**src/rtl/life_ctrl.sv**
```systemverilog
// life_ctrl -- sequencing controller for an 8x8 Game of Life engine.
//
// The grid register lives here; the neighbour-counting evolve logic is an
// external combinational block that reads `grid` and returns `grid_evolve`.
// A run advances one generation every STEP_DIV clocks until the generation
// limit is reached or `stop` is seen.
//
// Optional feature: define LIFE_AUTO_HALT_EN to also end a run when the
// pattern stops changing (stable) or dies out (extinct). Without it the
// stable/extinct outputs are constant 0.
//
// Ports:
//   clk          in   1   clock, rising edge
//   reset        in   1   asynchronous, active-high
//   seed         in  64   initial grid, bit index = 8*row + col
//   load         in   1   copy seed into grid (IDLE only)
//   start        in   1   begin a run (IDLE only; load has priority)
//   stop         in   1   abort a run (RUN only)
//   gen_limit    in   8   generations per run, 0 = unlimited, latched on start
//   grid_evolve  in  64   next generation of `grid` from the evolve datapath
//   grid         out 64   current grid
//   busy         out  1   high while running
//   done         out  1   one-cycle pulse when a run ends
//   stable       out  1   run ended because the pattern stopped changing
//   extinct      out  1   run ended with an empty grid
//   gen_count    out  8   generations committed since the last load
module life_ctrl #(
    parameter int STEP_DIV = 4
) (
    input  logic        clk,
    input  logic        reset,
    input  logic [63:0] seed,
    input  logic        load,
    input  logic        start,
    input  logic        stop,
    input  logic [7:0]  gen_limit,
    input  logic [63:0] grid_evolve,
    output logic [63:0] grid,
    output logic        busy,
    output logic        done,
    output logic        stable,
    output logic        extinct,
    output logic [7:0]  gen_count
);

    localparam logic [1:0] ST_IDLE = 2'd0;
    localparam logic [1:0] ST_RUN  = 2'd1;
    localparam logic [1:0] ST_DONE = 2'd2;

    localparam logic [7:0] STEP_LAST = 8'(STEP_DIV - 1);

    logic [1:0]  state_q, state_d;
    logic [63:0] grid_q, grid_d;
    logic [7:0]  gen_q, gen_d;
    logic [7:0]  step_q, step_d;
    logic [7:0]  limit_q, limit_d;
    logic        step_edge;
`ifdef LIFE_AUTO_HALT_EN
    logic        stable_q, stable_d;
    logic        extinct_q, extinct_d;
`endif

    assign step_edge = (step_q == STEP_LAST);

    always_comb begin
        state_d = state_q;
        grid_d  = grid_q;
        gen_d   = gen_q;
        step_d  = step_q;
        limit_d = limit_q;
`ifdef LIFE_AUTO_HALT_EN
        stable_d  = stable_q;
        extinct_d = extinct_q;
`endif
        case (state_q)
            ST_IDLE: begin
                if (load) begin
                    grid_d = seed;
                    gen_d  = 8'd0;
`ifdef LIFE_AUTO_HALT_EN
                    stable_d  = 1'b0;
                    extinct_d = 1'b0;
`endif
                end else if (start) begin
                    limit_d = gen_limit;
                    step_d  = 8'd0;
                    state_d = ST_RUN;
`ifdef LIFE_AUTO_HALT_EN
                    stable_d  = 1'b0;
                    extinct_d = 1'b0;
`endif
                end
            end
            ST_RUN: begin
                if (step_edge) begin
                    step_d = 8'd0;
`ifdef LIFE_AUTO_HALT_EN
                    if (grid_evolve == grid_q) begin
                        // Fixed point: keep grid and count as they are.
                        stable_d  = 1'b1;
                        extinct_d = (grid_q == 64'd0);
                        state_d   = ST_DONE;
                    end else begin
                        grid_d = grid_evolve;
                        gen_d  = gen_q + 8'd1;
                        // Extinction outranks the generation limit.
                        if (grid_evolve == 64'd0) begin
                            extinct_d = 1'b1;
                            state_d   = ST_DONE;
                        end else if (limit_q != 8'd0 && gen_d == limit_q) begin
                            state_d = ST_DONE;
                        end
                    end
`else
                    grid_d = grid_evolve;
                    gen_d  = gen_q + 8'd1;
                    if (limit_q != 8'd0 && gen_d == limit_q) begin
                        state_d = ST_DONE;
                    end
`endif
                end else begin
                    step_d = step_q + 8'd1;
                end
                // A stop coinciding with a step edge still lets that step commit.
                if (stop) begin
                    state_d = ST_DONE;
                end
            end
            ST_DONE: begin
                state_d = ST_IDLE;
            end
            default: begin
                state_d = ST_IDLE;
            end
        endcase
    end

    always_ff @(posedge clk or posedge reset) begin
        if (reset) begin
            state_q <= ST_IDLE;
            grid_q  <= 64'd0;
            gen_q   <= 8'd0;
            step_q  <= 8'd0;
            limit_q <= 8'd0;
        end else begin
            state_q <= state_d;
            grid_q  <= grid_d;
            gen_q   <= gen_d;
            step_q  <= step_d;
            limit_q <= limit_d;
        end
    end

`ifdef LIFE_AUTO_HALT_EN
    always_ff @(posedge clk or posedge reset) begin
        if (reset) begin
            stable_q  <= 1'b0;
            extinct_q <= 1'b0;
        end else begin
            stable_q  <= stable_d;
            extinct_q <= extinct_d;
        end
    end

    assign stable  = stable_q;
    assign extinct = extinct_q;
`else
    assign stable  = 1'b0;
    assign extinct = 1'b0;
`endif

    assign grid      = grid_q;
    assign gen_count = gen_q;
    assign busy      = (state_q == ST_RUN);
    assign done      = (state_q == ST_DONE);

endmodule

```
**config.mk**
```make
export PLATFORM = sky130hd
export DESIGN_NAME = life_ctrl
export DESIGN_NICKNAME = d
export VERILOG_FILES = /design/src/rtl/life_ctrl.sv
export SDC_FILE = /design/constraint.sdc
export NUM_CORES = 1
export LEC_CHECK = 0
export BUFFER_PORTS_ARGS = -buffer_cell sky130_fd_sc_hd__buf_2
export CELL_PAD_IN_SITES_DETAIL_PLACEMENT = 0
export CELL_PAD_IN_SITES_GLOBAL_PLACEMENT = 1
export CORE_ASPECT_RATIO = 0.9
export CORE_UTILIZATION = 33
export DETAILED_ROUTE_END_ITERATION = 8
export PLACE_DENSITY = 0.84
export SYNTH_ARGS = -nofsm -noshare
export SYNTH_HDL_FRONTEND = slang
export SYNTH_SLANG_ARGS = --single-unit
```
**constraint.sdc**
```tcl
create_clock -name clk -period 3.6 [get_ports clk]
set_input_delay 0.9 -clock clk [delete_from_list [all_inputs] [get_ports clk]]
set_output_delay 0.9 -clock clk [all_outputs]
set_load 0.03 [all_outputs]
```
==> flow_summary.json, run 1 <==
{
  "status": "finished clean",
  "final_util_pct": 45.42,
  "power_density_mw_per_mm2": 909.5,
  "synthArstFlopShare_pct": 100.0,
  "synthFlopType": "dfrtp_1",
  "tightestPinTransition_ps": 762.8,
  "synth_top_area_cell": "dfrtp_1",
  "vias_per_cell": 4.990,
  "io_buffers": 214,
  "period_minus_slack_ps": 2689,
  "fp-row-count": 39,
  "drive_gt1_share_pct": 36.36,
  "setup_slack_ps": 911.1,
  "cp_max_fo": 33,
  "cellLeakagePower_nw": 2.831,
  "globalplace.congestion": 0.8356,
  "start_util_pct": 34.13,
  "slew_viol_final": 0,
  "syn_to_final_growth_pct": 33.08,
  "pre_cts_ws_ps": 1254,
  "final_cell_count_no_fill": 868,
  "synthTopCellsByCount": "141 x nand2_1, 90 x dfrtp_1, 71 x nor2_1, 69 x a31oi_1, 20 x o21ai_0",
  "drt-pass1-iter-count": 4,
  "yosysUniqueCellTypes": 45,
  "hpwl_um": 8612,
  "post-route-period-util_pct": 74.69,
  "fmax_mhz": 371.9,
  "cts_tree": "yes",
  "cp_data_arrival_time_ps": 1790,
  "yosys_warnings": 0,
  "synth-edff-count": 0,
  "place_inst": 852,
  "overflow": 0,
  "worstSkewPairLatency_ps": 340,
  "die_height_um": 111.3,
  "cts.sinks": 90,
  "cap_violations": 0,
  "drt_iter0_markers": 215,
  "grt_pass1_vias": 4123,
  "critPathRequiredTime_ps": 2700,
  "diodes": 0,
  "cts_buffer_depth": 2,
  "ant_nets": 0,
  "setup_viol_count_final": 0,
  "startpoint_type": "flip-flop",
  "cts_resized": 0,
  "fin_nets": 842,
  "synthTopCellsByArea": "dfrtp_1 51%, nand2_1 12%, a31oi_1 9.9%",
  "dr_total_vias": 4331,
  "syn_inst": 503,
  "root_buffer": "clkbuf_16",
  "yosysMostFrequentCell": "nand2_1",
  "syn_area_mm2": 0.004380,
  "cts_buffers": 9,
  "die_w_um": 123.4,
  "multi_input_area_mm2": 0.001967,
  "fp.coreArea_mm2": 0.01283,
  "grt_start_max_net_pins": 71,
  "io_pins": 217,
  "rsz0062_at_grt": "false",
  "synth_top_cell_area_share_pct": 51.41,
  "routed_wirelength_um": 12100,
  "hold_violations": 0,
  "max-slew-margin-rel_pct": 49.15,
  "setup-tns-final_ps": 0,
  "ys_ff_latch": 90,
  "hp-class": "flip-flop to flip-flop",
  "post-cts-setup-buffers": 0,
  "fillCellCount": 1291,
  "syn_avg_cell_area_um2": 8.709,
  "cts_hold_buf": 0,
  "ys_seq_area_share_pct": 51.41,
  "worstSetupEndpointType": "output port",
  "wl_per_cell_um": 13.94,
  "clock_skew_ps": 8.111,
  "path_clk_slew_ps": 70,
  "register_area_mm2": 0.002252,
  "irDropWorstVdd_mv": 0.5236,
  "antenna_found_initial": 0,
  "route.detailed.drc": 0,
  "die_area_mm2": 0.01374,
  "grt_pass1_wl_um": 19590,
  "htreeDepth": 3,
  "track_usage_pct": 18.20,
  "critPathKind": "flip-flop to output port"
}
[layout by cell type (no fill, tap or decap), types with 3 or more instances in the layout]
cell,n
nand2_1,141
xor2_1,8
o21ai_0,20
nand3_1,5
buf_2,214
buf_4,4
clkinv_2,3
a21oi_1,4
a31oi_1,69
o31ai_1,4
xnor2_1,3
clkbuf_16,9
mux2_2,8
nor2b_1,4
nor2_1,71
dfrtp_1,90
[layer usage]
| metal | share of wire [%] | up-vias | GRT usage (%) |
|---|---|---|---|
| met5 | 0 | - | 0 |
| met4 | 1.2 | 0 | 6.024 |
| met3 | 8.3 | 13 | 5.350 |
| met2 | 47 | 176 | 30.65 |
| met1 | 43 | 2032 | 22.03 |
| li1 | - | 2110 | - |
[flip-flops by register name, summed over array words and instances (netlist names)]
signal and cells:
gen_count 8, grid 64, limit_q 8, state_q 2, step_q 8
[final timing paths]
check / depth (start not counted) / to / from / slack, ps
max in group asynchronous: 3 / grid[10] / reset / 2250
hold / removal: 1 / step_q[0] / step_q[0] / 530
hold reg to reg: 1 / step_q[0] / step_q[0] / 530
setup / recovery: 3 / busy / state_q[1] / 910
setup reg to reg: 6 / state_q[0] / gen_count[0] / 1340
min in group asynchronous: 2 / grid[18] / reset / 630
[cells by family after synthesis]
group	synth area share, %
other	0.08561
multiplexers	2.057
AND/OR/NAND/NOR	23.79
buffers and inverters	4.084
AO/OA/AOI/OAI	15.80
XOR/XNOR	2.200
adder cells (fa/ha/maj)	0.5712
flip-flops	51.41
[final cells by class]
class	count	area share, %
Clock buffer	10	3.928
Tap cell	164	3.520
Sequential cell	90	38.63
Timing Repair Buffer	219	19.23
Multi-Input combinational cell	376	33.74
Inverter	3	0.2146
Clock inverter	6	0.7298
[critical path, stage by stage (launching register included)]
cell      delay [ps]
dfrtp_1          460
nand2b_2         220
inv_2            440
buf_2            310
[stage by stage]
step	area (um^2)	hold slack, ps	power, mW
CTS	5829	531.3	5.376
global placement	5558	511.2	4.416
detailed placement	5558	517.0	4.479
finish	5829	529.3	5.302
floorplan	4384	485.1	3.685
global route	5829	570.7	5.717
[where the power goes]
group,internal [mW],total [mW],switching (mW)
Sequential,1.46,1.75,0.288
Combinational,0.831,2.68,1.85
Clock,0.469,0.875,0.406
Total,2.76,5.30,2.54
(Power assumes the default switching activity.)
==> run 2, diff against run 1 <==
- clock period: 3.6 -> 2.8 ns (I/O delays scaled with it)
==> flow_summary.json, run 2 (synthesized netlist as in run 1, its figures left out) <==
{
  "status": "finished clean",
  "slew_viol_final": 0,
  "largest_reg_flops": 64,
  "cp_data_arrival_time_ps": 2460,
  "crit_slowest_cell": "or4_4",
  "hp-class": "input pin to asynchronous set/reset pin",
  "final_cell_count_no_fill": 869,
  "route.detailed.drc": 0,
  "grt_pass1_vias": 4061,
  "overflow": 0,
  "root_buffer": "clkbuf_16",
  "die_w_um": 123.4,
  "die_area_mm2": 0.01374,
  "htreeDepth": 3,
  "globalplace.congestion": 0.8660,
  "worstSkewPairLatency_ps": 350,
  "worstPathCellList": "ha_1 > and4_4 > a22o_4 > or4_4 > o41ai_1 > nand2_1",
  "tightestPinTransition_ps": 766.4,
  "routed_wirelength_um": 11880,
  "diodes": 0,
  "cts_tree": "yes",
  "antenna_found_initial": 0,
  "hold_violations": 0,
  "track_usage_pct": 17.91,
  "cp_slowest_stage_delay_ps": 510,
  "drt-pass1-iter-count": 4,
  "rsz0062_at_grt": "false",
  "critPathRequiredTime_ps": 3020,
  "final_cell_mix": "214 x buf_2, 141 x nand2_1, 90 x dfrtp_1, 71 x nor2_1, 69 x a31oi_1",
  "critPathKind": "flip-flop to flip-flop",
  "worstSetupEndpointType": "flip-flop",
  "fp-row-count": 39,
  "startpoint_type": "flip-flop",
  "setup-tns-final_ps": 0,
  "fillCellCount": 1257,
  "cts.sinks": 90,
  "totalPowerFinal_mw": 6.941,
  "period_minus_slack_ps": 2234,
  "grt_start_max_net_pins": 91,
  "fin_nets": 843,
  "path_clk_slew_ps": 70,
  "power_density_mw_per_mm2": 1180,
  "cp_max_fo": 8,
  "cellLeakagePower_nw": 2.857,
  "syn_to_final_growth_pct": 34.25,
  "irDropWorstVdd_mv": 0.5908,
  "post-cts-setup-buffers": 0,
  "reg2reg_setup_slack_ps": 570,
  "setup_viol_count_final": 0,
  "grt_pass1_wl_um": 19250,
  "io_pins": 217,
  "cts_buffer_depth": 2,
  "start_util_pct": 34.13,
  "fmax_mhz": 447.6,
  "holdWs_ps": 426.6,
  "wl_per_cell_um": 13.67,
  "cts_resized": 0,
  "io_buffers": 214,
  "max-slew-margin-rel_pct": 48.91,
  "cap_violations": 0,
  "cts_buffers": 9,
  "drt_iter0_markers": 169,
  "vias_per_cell": 4.902,
  "drive_gt1_share_pct": 36.60,
  "cts_hold_buf": 0,
  "r2r.worst_path.cells": 6,
  "die_height_um": 111.3,
  "post-route-period-util_pct": 79.79,
  "clock_skew_ps": 6.079,
  "fp.coreArea_mm2": 0.01283,
  "hpwl_um": 8555,
  "dr_total_vias": 4260,
  "final_common_cell": "buf_2",
  "place_inst": 853,
  "ant_nets": 0
}
## run 2: cell types whose count changed in the layout (fill, tap and decap cells not counted)
cell | before | now
clkinv_2 | 3 | 2
clkinvlp_4 | 2 | 1
clkbuf_1 | 1 | 0
bufinv_16 | 0 | 1
buf_12 | 1 | 2
inv_6 | 1 | 3
## run 2: through the flow
stage	setup WS (ps)	utilization, %	area [um^2]
final	565.8	45.82	5881
after global routing	376.2	45.82	5881
after CTS	566.5	45.82	5881
after detailed placement	580.0	43.48	5580
after global placement	600.3	43.48	5580
after floorplan	553.6	-	4388
## run 2: cell type report
cell class	count	area [um^2]	share of cell area [%]
flip-flops and latches	90	2252	38.30
repair buffers	220	1141	19.40
well taps	164	205.2	3.489
clock inverters	7	75.07	1.277
clock buffers	9	225.2	3.830
inverters	3	15.01	0.2553
multi-input cells	376	1967	33.45
## run 2: where the power goes
part | total [mW] | switching [mW] | internal, mW
clock network | 1.24 | 0.540 | 0.700
logic | 3.46 | 2.37 | 1.09
registers | 2.24 | 0.367 | 1.88
total | 6.94 | 3.27 | 3.67
## run 2: worst max-delay path: cells and delay by family (launching register included)
kind / cells / cell delay, ps
compound gates: 2 / 510
fa+ha+maj: 1 / 300
flops: 1 / 460
simple gates: 3 / 830
## run 2: routing by layer
| metal | wire length, um | up-vias | track usage [%] |
|---|---|---|---|
| met3 | 1130 | 14 | 7.047 |
| met1 | 5220 | 1942 | 21.56 |
| met4 | 156 | 0 | 4.900 |
| li1 | - | 2124 | - |
| met5 | 0 | - | 0 |
| met2 | 5371 | 180 | 29.46 |
## run 2: worst paths after layout
kind,to,from
max,state_q[0],gen_count[0]
min,grid[29],reset
max reg2reg,state_q[0],gen_count[0]
min reg2reg,grid[62],grid[62]
max in group asynchronous,gen_count[2],reset
min in group clk,grid[62],grid[62]
